===== config.mk =====
export PLATFORM = sky130hd
export DESIGN_NAME = top_seg
export DESIGN_NICKNAME = d
export VERILOG_FILES = /design/src/rtl/seg_pkg.sv /design/src/rtl/seg_decoder.sv /design/src/rtl/top_seg.sv
export SDC_FILE = /design/constraint.sdc
export NUM_CORES = 1
export LEC_CHECK = 0
export CAP_MARGIN = 5
export CORE_MARGIN = 2
export CORE_UTILIZATION = 60
export DETAILED_ROUTE_END_ITERATION = 8
export HOLD_SLACK_MARGIN = 0.06
export PLACE_DENSITY = 0.91
export SETUP_SLACK_MARGIN = 0.02
export SYNTH_ARGS = -nofsm -noshare
export SYNTH_HDL_FRONTEND = slang
export SYNTH_SLANG_ARGS = --single-unit
export TNS_END_PERCENT = 1

===== constraint.sdc =====
create_clock -name clk -period 2.8 [get_ports clk]
set_input_delay 0.42 -clock clk [delete_from_list [all_inputs] [get_ports clk]]
set_output_delay 0.42 -clock clk [all_outputs]
set_load 0.02 [all_outputs]

===== src/rtl/seg_pkg.sv =====
// Shared constants for the stopwatch display: digit-select encodings and the
// seven-segment glyph table ({g,f,e,d,c,b,a}, active-high).
package seg_pkg;

    typedef enum logic [1:0] {
        SEL_UNITS = 2'b01,
        SEL_TENS  = 2'b10
    } sel_t;

    localparam logic [6:0] GLYPH_0     = 7'b0111111;
    localparam logic [6:0] GLYPH_1     = 7'b0000110;
    localparam logic [6:0] GLYPH_2     = 7'b1011011;
    localparam logic [6:0] GLYPH_3     = 7'b1001111;
    localparam logic [6:0] GLYPH_4     = 7'b1100110;
    localparam logic [6:0] GLYPH_5     = 7'b1101101;
    localparam logic [6:0] GLYPH_6     = 7'b1111101;
    localparam logic [6:0] GLYPH_7     = 7'b0000111;
    localparam logic [6:0] GLYPH_8     = 7'b1111111;
    localparam logic [6:0] GLYPH_9     = 7'b1101111;
    localparam logic [6:0] GLYPH_BLANK = 7'b0000000;

endpackage


===== src/rtl/seg_decoder.sv =====
// Combinational BCD digit to seven-segment glyph; non-decimal codes go blank.
module seg_decoder
    import seg_pkg::*;
(
    input  logic [3:0] digit,
    output logic [6:0] glyph
);

    always_comb begin
        glyph = GLYPH_BLANK;
        case (digit)
            4'd0: glyph = GLYPH_0;
            4'd1: glyph = GLYPH_1;
            4'd2: glyph = GLYPH_2;
            4'd3: glyph = GLYPH_3;
            4'd4: glyph = GLYPH_4;
            4'd5: glyph = GLYPH_5;
            4'd6: glyph = GLYPH_6;
            4'd7: glyph = GLYPH_7;
            4'd8: glyph = GLYPH_8;
            4'd9: glyph = GLYPH_9;
            default: glyph = GLYPH_BLANK;
        endcase
    end

endmodule


===== src/rtl/top_seg.sv =====
// Four-digit SS.hh stopwatch: run flag, tick and mux prescalers, cascaded BCD
// counter and registered, time-multiplexed seven-segment outputs.
module top_seg
    import seg_pkg::*;
#(
    parameter int unsigned CLK_HZ  = 125_000_000,
    parameter int unsigned TICK_HZ = 100,
    parameter int unsigned MUX_HZ  = 1_000
) (
    input  logic       clk,
    input  logic       rst,
    input  logic       start,
    input  logic       stop,
    output logic [1:0] seg_en,
    output logic [6:0] seg_ab,
    output logic [6:0] seg_cd
);

    localparam int unsigned TICK_DIV = CLK_HZ / TICK_HZ;
    localparam int unsigned MUX_DIV  = CLK_HZ / MUX_HZ;
    localparam int unsigned TICK_W   = (TICK_DIV > 1) ? $clog2(TICK_DIV) : 1;
    localparam int unsigned MUX_W    = (MUX_DIV > 1) ? $clog2(MUX_DIV) : 1;
    localparam logic [TICK_W-1:0] TICK_LAST = TICK_W'(TICK_DIV - 1);
    localparam logic [MUX_W-1:0]  MUX_LAST  = MUX_W'(MUX_DIV - 1);

    logic              run;
    logic [TICK_W-1:0] tick_cnt;
    logic [MUX_W-1:0]  mux_cnt;
    logic              tick;
    logic              mux_wrap;
    sel_t              sel;
    logic [3:0]        sec_tens, sec_units, hund_tens, hund_units;
    logic [3:0]        ab_digit, cd_digit;
    logic [6:0]        ab_glyph, cd_glyph;

    always_ff @(posedge clk or negedge rst) begin
        if (!rst) begin
            run <= 1'b0;
        end else if (stop) begin
            run <= 1'b0;
        end else if (start) begin
            run <= 1'b1;
        end
    end

    assign tick = run && (tick_cnt == TICK_LAST);

    // Held, not cleared, while paused so a resume finishes the partial tick.
    always_ff @(posedge clk or negedge rst) begin
        if (!rst) begin
            tick_cnt <= '0;
        end else if (run) begin
            tick_cnt <= tick ? '0 : tick_cnt + 1'b1;
        end
    end

    always_ff @(posedge clk or negedge rst) begin
        if (!rst) begin
            hund_units <= '0;
            hund_tens  <= '0;
            sec_units  <= '0;
            sec_tens   <= '0;
        end else if (tick) begin
            if (hund_units >= 4'd9) begin
                hund_units <= '0;
                if (hund_tens >= 4'd9) begin
                    hund_tens <= '0;
                    if (sec_units >= 4'd9) begin
                        sec_units <= '0;
                        sec_tens  <= (sec_tens >= 4'd9) ? 4'd0 : sec_tens + 4'd1;
                    end else begin
                        sec_units <= sec_units + 4'd1;
                    end
                end else begin
                    hund_tens <= hund_tens + 4'd1;
                end
            end else begin
                hund_units <= hund_units + 4'd1;
            end
        end
    end

    assign mux_wrap = (mux_cnt == MUX_LAST);

    always_ff @(posedge clk or negedge rst) begin
        if (!rst) begin
            mux_cnt <= '0;
            sel     <= SEL_UNITS;
        end else begin
            mux_cnt <= mux_wrap ? '0 : mux_cnt + 1'b1;
            if (mux_wrap) begin
                sel <= (sel == SEL_UNITS) ? SEL_TENS : SEL_UNITS;
            end
        end
    end

    assign seg_en   = sel;
    assign ab_digit = (sel == SEL_TENS) ? sec_tens  : sec_units;
    assign cd_digit = (sel == SEL_TENS) ? hund_tens : hund_units;

    seg_decoder u_dec_ab (
        .digit (ab_digit),
        .glyph (ab_glyph)
    );

    seg_decoder u_dec_cd (
        .digit (cd_digit),
        .glyph (cd_glyph)
    );

    always_ff @(posedge clk or negedge rst) begin
        if (!rst) begin
            seg_ab <= GLYPH_0;
            seg_cd <= GLYPH_0;
        end else begin
            seg_ab <= ab_glyph;
            seg_cd <= cd_glyph;
        end
    end

endmodule


==> flow_metrics.tcl, run 1 <==
set metrics [dict create \
    wirelength_mm 7.550 \
    cts_tree "done" \
    skew_ns 0.008066 \
    worstMarginPinSlew_ns 0.7267 \
    hold_ws_ns 0.08396 \
    netlist_area_sq_mm 0.003870 \
    vias 2792 \
    vias_per_cell 5.915 \
    root_buffer "clkbuf_8" \
    clock-sinks 71 \
    endpoint_kind "register" \
    yosys.area.top_type "dfrtp_1" \
    synth_ff_type "dfrtp_1" \
    power_density_mw_per_mm2 477.4 \
    yosysWarnings 0 \
    final_common_cell "dfrtp_1" \
    wl_per_cell_um 16.00 \
    die_w_um 84.31 \
    dp_hpwl_mm 5.226 \
    p_int_w 0.001600 \
    start_kind "register" \
    grt_max_degree 72 \
    rows 29 \
    power_frac_comb_pct 4.4 \
    io_buffers 19 \
    h-tree-depth 3 \
    mostFrequentLayoutCells "58 x dfrtp_1, 30 x nand2_1, 26 x ha_1, 25 x nor2_1, 23 x xnor2_1" \
    synthTopCellsByArea "dfrtp_1 38%, dfstp_2 8.8%, ha_1 8.4%" \
    path_clk_slew_ns 0.08 \
    post-cts-setup-buffers 0 \
    critPathMaxFanout 9 \
    grt_pass1_vias 2856 \
    ir_drop_v 0.0003787 \
    cts_hold_buf 0 \
    seq_power_share_pct 53.1 \
    worstPathRequired_ns 3.06 \
    hold_path.class "input pin to asynchronous set/reset pin" \
    synthDistinctLibCells 54 \
    drive_above_1_share_pct 12.91 \
    grt.overflow.total 0 \
    finalSetupTns_ns 0 \
    start_util_pct 61.65 \
    status "finished, final reports clean" \
    leakage_nw 1.936 \
    fillers 451 \
    antenna_found_initial 0 \
    ys_async_sr_fraction_pct 100.0 \
    fp.coreArea_sq_mm 0.006277 \
    io_pins 20 \
    synth_top_area_share_pct 37.50 \
    rsz0062_at_grt "false" \
    diodes 0 \
    timing.final.hold_violations 0 \
    cap_violations 0 \
    ys_seq_elements 71 \
    ys_seq_area_share_pct 46.33 \
    dr.pass1.iters 5 \
    swShare_pct 23.23 \
    die_y_um 84.31 \
    place.gp.congestion 0.8451 \
    synthCells 363 \
    area_growth_pct 12.80 \
    clockBufferDepth 2 \
    total_power_w 0.002084 \
    cts_buffers 9 \
    grt_first_pass_wirelength_mm 13.10 \
    relSlewSlack_pct 50.17 \
    nNetsFinal 420 \
    fmax_mhz 426.5 \
    setup_viol 0 \
    pwr-share-clk_pct 42.5 \
    drv_slew 0 \
    critPathKind "register to register" \
    power_switching_w 0.0004841 \
    track_usage_pct 22.97 \
    clock_latency_ns 0.35 \
    drtAntennaViolNets 0 \
    post-route-period-util_pct 83.74 \
    avgSynthCellArea_sq_um 10.66 \
    die_area_sq_mm 0.007108 \
    fin_crit_ns 2.345 \
    drt-initial-drc-count 194 \
    syn_nets 393 \
    ctsResizeCount 0 \
    drc 0 \
    worstPathArrival_ns 2.60 \
    synth_edf_count 0 \
]
[power by group through the flow]
stage	combinational [W]	clock [W]	sequential, W
CTS	0.0000931	0.000891	0.00111
finish	0.0000910	0.000886	0.00111
floorplan	0.0000592	0	0.00111
detailed placement	0.0000935	0	0.00112
global placement	0.0000872	0	0.00112
global route	0.000105	0.000936	0.00111
[path summary, 6_finish.rpt]
kind,start,to,slack (ns),depth (start not counted)
worst min-delay path,rst,mux_cnt[15],0.08,2
min in group clk,mux_cnt[16],mux_cnt[16],0.47,1
max in group asynchronous,rst,seg_ab[4],2.38,2
worst min register to register,mux_cnt[16],mux_cnt[16],0.47,1
worst max register to register,seg_en[1],seg_cd[3],0.46,6
worst max-delay path,seg_en[1],seg_cd[3],0.46,6
[routing by layer]
| metal | vias up | wire, um | GRT usage, % |
|---|---|---|---|
| met5 | - | 0 | 0 |
| li1 | 1351 | - | - |
| met2 | 56 | 3824 | 38.60 |
| met3 | 16 | 236 | 6.096 |
| met1 | 1369 | 3306 | 28.84 |
| met4 | 0 | 183 | 7.918 |
[cell type report]
cell class	instances	area, sq um	share of cell area [%]
Multi-Input combinational cell	263	1961	44.91
Tap cell	77	96.34	2.207
Timing Repair Buffer	23	227.7	5.216
Inverter	22	82.58	1.892
Clock buffer	12	135.1	3.095
Clock inverter	4	70.07	1.605
Sequential cell	71	1793	41.07
[flip-flops by register name (all words and copies together) (netlist names)]
name        count
tick_cnt       21
sec_units       4
seg_ab          7
mux_cnt        17
run             1
hund_tens       4
seg_cd          7
hund_units      4
sec_tens        4
seg_en          2
[metrics by stage]
stage | instance area, sq um | setup WS [ns] | cells | utilization (%)
finish | 4365 | 0.4554 | 472 | 69.54
global route | 4365 | 0.2300 | 472 | 69.54
CTS | 4365 | 0.4822 | 472 | 69.54
detailed placement | 4160 | 0.5035 | 456 | 66.27
global placement | 4160 | 0.6287 | 456 | 66.27
floorplan | 3870 | 0.6542 | 363 | -
[critical path, stage by stage (launching register included)]
cell and delay (ns):
dfrtp_1 0.40, nor2b_1 0.50, mux2i_1 0.70, ha_1 0.27, inv_1 0.04, mux2i_1 0.20
o22ai_1 0.14
[synthesized netlist by cell type (all sizes together), types with 5 or more instances]
library cell / number
a21oi: 6
and4: 7
dfrtp: 58
dfstp: 13
ha: 26
inv: 22
mux2: 6
mux2i: 22
nand2: 30
nand3: 19
nand4: 13
nor2: 26
nor3: 6
nor4: 5
o21ai: 13
o22ai: 9
or3b: 5
xnor2: 23
xor2: 7
[cell families after synthesis]
kind of cell	count (synthesis)	share of synthesized area, %
fa+ha+maj	26	8.406
xor+xnor	30	6.789
flops	71	46.33
buf+inv	29	3.007
compound gates	46	7.824
simple gates	133	19.79
mux	28	7.856
Note: power is estimated with default switching activity, not from simulation.
==> run 2: changes to the inputs <==
Clock period 2.8 ns to 2.3 ns, I/O delays scaled along.
==> run 2 against run 1 <==
Maximum frequency is 11% higher. Worst setup slack worse by 0.27 ns. Flip-flop and latch count did not move. Design area rose by 1.5%. Critical path type unchanged. Global-route usage shrank 0.37 points. Critical endpoint is now sec_tens[0]. Utilization rose by 1.0 points. Non-clock buffer count increased by 10.
==> flow_metrics.tcl, run 2 (synthesis gave the netlist of run 1 again) <==
set metrics [dict create \
    endpoint_kind "register" \
    setup_viol 0 \
    drt-initial-drc-count 122 \
    r2r_slack_ns 0.18 \
    cts_tree "done" \
    root_buffer "clkbuf_8" \
    top_register "tick_cnt" \
    hold_path.class "register to register" \
    io_pins 20 \
    track_usage_pct 22.61 \
    path_clk_slew_ns 0.07 \
    leakage_nw 1.976 \
    wl_per_cell_um 15.32 \
    placedCellCount 464 \
    fillers 448 \
    cpLargestDelayFamily "simple AND/OR/NAND/NOR gates" \
    mostFrequentLayoutCells "58 x dfrtp_1, 30 x nand2_1, 26 x ha_1, 25 x nor2_1, 23 x xnor2_1" \
    post-place-ws_ns 0.2223 \
    diodes 0 \
    skew_ns 0.01306 \
    critPathKind "register to register" \
    place.gp.congestion 0.8807 \
    antenna_found_initial 0 \
    min_from "mux_cnt[16]" \
    nNetsFinal 430 \
    vias 2846 \
    regToRegEndpoint "sec_tens[0]" \
    cap_violations 0 \
    grt_pass1_vias 2836 \
    drtAntennaViolNets 0 \
    ir_drop_v 0.0005375 \
    finish.utilization_pct 70.58 \
    dr.pass1.iters 5 \
    cts_buffers 9 \
    power_density_mw_per_mm2 567.4 \
    clock_latency_ns 0.34 \
    relSlewSlack_pct 55.51 \
    die_w_um 84.31 \
    wirelength_mm 7.385 \
    h-tree-depth 3 \
    worstPathRequired_ns 2.54 \
    critPathSlowestCell "dfrtp_1" \
    critical_path.max_stage_delay_ns 0.46 \
    hold_path_depth 1 \
    drc 0 \
    start_kind "register" \
    crit_chain "inv_1, ha_1, or3b_2, nand4_1, buf_4, nor3_2, mux2_2" \
    min_to "mux_cnt[16]" \
    worstPathArrival_ns 2.35 \
    timing.final.hold_violations 0 \
    clock-sinks 71 \
    ctsResizeCount 0 \
    grt_max_degree 44 \
    grt.overflow.total 0 \
    io_buffers 19 \
    rr_startpoint "hund_units[0]" \
    reg2regPathDepth 7 \
    critPathMaxFanout 6 \
    drv_slew 0 \
    status "finished, final reports clean" \
    vias_per_cell 5.905 \
    worstMarginPinSlew_ns 0.6544 \
    die_area_sq_mm 0.007108 \
    rows 29 \
    drive_above_1_share_pct 14.81 \
    largest_reg_flops 21 \
    dp_hpwl_mm 5.137 \
    finalSetupTns_ns 0 \
    reg_top3 "tick_cnt: 21 flops, mux_cnt: 17 flops" \
    rsz0062_at_grt "false" \
    clockBufferDepth 2 \
    grt_first_pass_wirelength_mm 12.93 \
    crit_buf_inv 2 \
    crit_cells 7 \
    instances_no_fill 482 \
    die_y_um 84.31 \
    fin_crit_ns 2.116 \
    total_power_w 0.002514 \
    post-route-period-util_pct 92.00 \
    area_growth_pct 14.48 \
    worst_slack_ns 0.1841 \
    fmax_mhz 472.6 \
    final_common_cell "dfrtp_1" \
    start_util_pct 61.65 \
    fp.coreArea_sq_mm 0.006277 \
]
## run 2: worst max-delay path by stage
| stage | startpoint | endpoint | slack, ns |
|---|---|---|---|
| floorplan | seg_en[0] | seg_ab[0] | 0.15 |
| global placement | hund_units[0] | sec_tens[0] | 0.29 |
| detailed placement | hund_units[0] | sec_tens[0] | 0.22 |
| CTS | hund_units[0] | sec_tens[0] | 0.19 |
| global route | hund_units[0] | sec_tens[0] | 0.02 |
| finish | hund_units[0] | sec_tens[0] | 0.18 |
## run 2: metal layers
layer | GRT usage (%) | share of wire, % | vias up
li1 | - | - | 1364
met1 | 29.13 | 45 | 1406
met2 | 37.88 | 49 | 63
met3 | 4.621 | 3.5 | 13
met4 | 8.358 | 1.6 | 0
met5 | 0 | 0 | -
## run 2: metrics by stage
stage | area, sq um | hold slack (ns)
floorplan | 3870 | 0.04941
global placement | 4208 | 0.3717
detailed placement | 4208 | 0.3901
CTS | 4423 | 0.4767
global route | 4431 | 0.5233
finish | 4431 | 0.4652
## run 2: where the power goes
group / switching [W] / internal [W] / leakage [nW]
clock: 0.000450 / 0.000609 / 0.104
combinational: 0.0000608 / 0.0000477 / 0.948
sequential: 0.0000559 / 0.00129 / 0.923
total: 0.000567 / 0.00195 / 1.98
## run 2: repair_timing
action	CTS	global route
hold buffers	1	0
endpoints found under the hold margin	28	0
setup endpoints to repair	0	1
setup buffers	0	1
## run 2: layout make-up
| cell class | count | area [sq um] | area share [%] |
|---|---|---|---|
| clock inverters | 4 | 70.07 | 1.581 |
| inverters | 22 | 82.58 | 1.864 |
| clock buffers | 12 | 135.1 | 3.050 |
| repair buffers | 33 | 292.8 | 6.608 |
| well taps | 77 | 96.34 | 2.175 |
| flip-flops and latches | 71 | 1793 | 40.47 |
| multi-input cells | 263 | 1961 | 44.25 |
==> run 3: changes to the inputs <==
Settings changed: SKIP_CTS_REPAIR_TIMING set to 1.
==> run 3 against run 2 <==
Clock power about the same. Die area unchanged. Worst setup slack worse by 0.0053 ns. Critical path type unchanged. Routed wire length up 0.34%. Critical path depth unchanged. Sequential power about the same. Register-to-register slack about the same. Flip-flop and latch count unchanged. Worst hold slack unchanged. Maximum frequency down 0.25%. Non-clock buffer count unchanged.
==> flow_metrics.tcl, run 3 (synthesis gave the netlist of run 1 again) <==
set metrics [dict create \
    nNetsFinal 430 \
    hold_path_depth 1 \
    vias 2866 \
    clock_latency_ns 0.35 \
    h-tree-depth 3 \
    drive_above_1_share_pct 14.81 \
    critPathKind "register to register" \
    status "finished, final reports clean" \
    io_buffers 19 \
    fp.coreArea_sq_mm 0.006277 \
    grt_pass1_vias 2836 \
    reg2regPathDepth 7 \
    fin_area_sq_mm 0.004431 \
    start_util_pct 61.65 \
    dr.pass1.iters 4 \
    root_buffer "clkbuf_8" \
    path_clk_slew_ns 0.07 \
    post-route-period-util_pct 92.22 \
    largest_reg_flops 21 \
    track_usage_pct 22.61 \
    die_w_um 84.31 \
    critPathMaxFanout 6 \
    hold_path.class "register to register" \
    regToRegEndpoint "sec_tens[0]" \
    diodes 0 \
    wirelength_mm 7.410 \
    start_kind "register" \
    place.gp.congestion 0.8807 \
    fin_crit_ns 2.121 \
    io_pins 20 \
    endpoint_kind "register" \
    die_y_um 84.31 \
    dp_hpwl_mm 5.137 \
    setup_viol 0 \
    die_area_sq_mm 0.007108 \
    clock-sinks 71 \
    placed_area_sq_mm 0.004208 \
    critPathLaunch "hund_units[0]" \
    grt_first_pass_wirelength_mm 12.93 \
    top_register "tick_cnt" \
    clockBufferDepth 2 \
    cts_tree "done" \
    leakage_nw 1.976 \
    endpoint "sec_tens[0]" \
    vias_per_cell 5.946 \
    wl_per_cell_um 15.37 \
    relSlewSlack_pct 55.80 \
    finalSetupTns_ns 0 \
    rows 29 \
    antenna_found_initial 0 \
    reg_top3 "tick_cnt: 21 flops, mux_cnt: 17 flops" \
    rr_startpoint "hund_units[0]" \
    cap_violations 0 \
    grt.overflow.total 0 \
    fmax_mhz 471.4 \
    total_power_w 0.002514 \
    grt_max_degree 44 \
    power_density_mw_per_mm2 567.5 \
    worstMarginPinSlew_ns 0.6502 \
    timing.final.hold_violations 0 \
    drc 0 \
    area_growth_pct 14.48 \
    mostFrequentLayoutCells "58 x dfrtp_1, 30 x nand2_1, 26 x ha_1, 25 x nor2_1, 23 x xnor2_1" \
    worstPathRequired_ns 2.54 \
    finish.utilization_pct 70.58 \
    drt-initial-drc-count 125 \
    cts_buffers 9 \
    drv_slew 0 \
    worstPathArrival_ns 2.36 \
    drtAntennaViolNets 0 \
    final_common_cell "dfrtp_1" \
    skew_ns 0.01272 \
    rsz0062_at_grt "false" \
    r2r_slack_ns 0.18 \
    ir_drop_v 0.0005365 \
]
==> run 3: layout make-up <==
type | instances | area (sq um)
multi-input combinational | 263 | 1961
fill | 448 | 1847
sequential | 71 | 1793
timing repair buffer | 33 | 292.8
clock buffer | 12 | 135.1
tap | 77 | 96.34
inverter | 22 | 82.58
clock inverter | 4 | 70.07
==> run 3: per-stage QoR <==
stage               instances  hold slack, ns  setup slack [ns]
floorplan                 363         0.04941            0.1542
global placement          464          0.3717            0.2918
global route              482          0.5233           0.02423
finish                    482          0.4652            0.1788
CTS                       480         0.01259            0.1870
detailed placement        464          0.3901            0.2223
==> run 3: worst min-delay path by stage <==
stage | from | to | slack [ns]
after floorplan | rst | hund_tens[0] | 0.05
after global placement | rst | mux_cnt[8] | 0.37
after detailed placement | rst | mux_cnt[8] | 0.39
after CTS | rst | mux_cnt[8] | 0.01
after global routing | tick_cnt[20] | tick_cnt[20] | 0.52
final | mux_cnt[16] | mux_cnt[16] | 0.47
==> run 3: report_power, final <==
group | internal (W) | switching (W)
registers | 0.00129 | 0.0000560
logic | 0.0000477 | 0.0000608
clock network | 0.000609 | 0.000450
==> run 3: worst max-delay path: stages, from the launching register on <==
cell,delay [ns]
dfrtp_1,0.46
inv_1,0.10
ha_1,0.20
or3b_2,0.20
nand4_1,0.21
buf_4,0.23
nor3_2,0.26
mux2_2,0.36
==> run 3: per-layer routing <==
metal | track usage (%) | vias up | wire (um)
li1 | - | 1363 | -
met1 | 29.13 | 1425 | 3359
met2 | 37.88 | 66 | 3661
met3 | 4.621 | 12 | 258
met4 | 8.358 | 0 | 129
met5 | 0 | - | 0
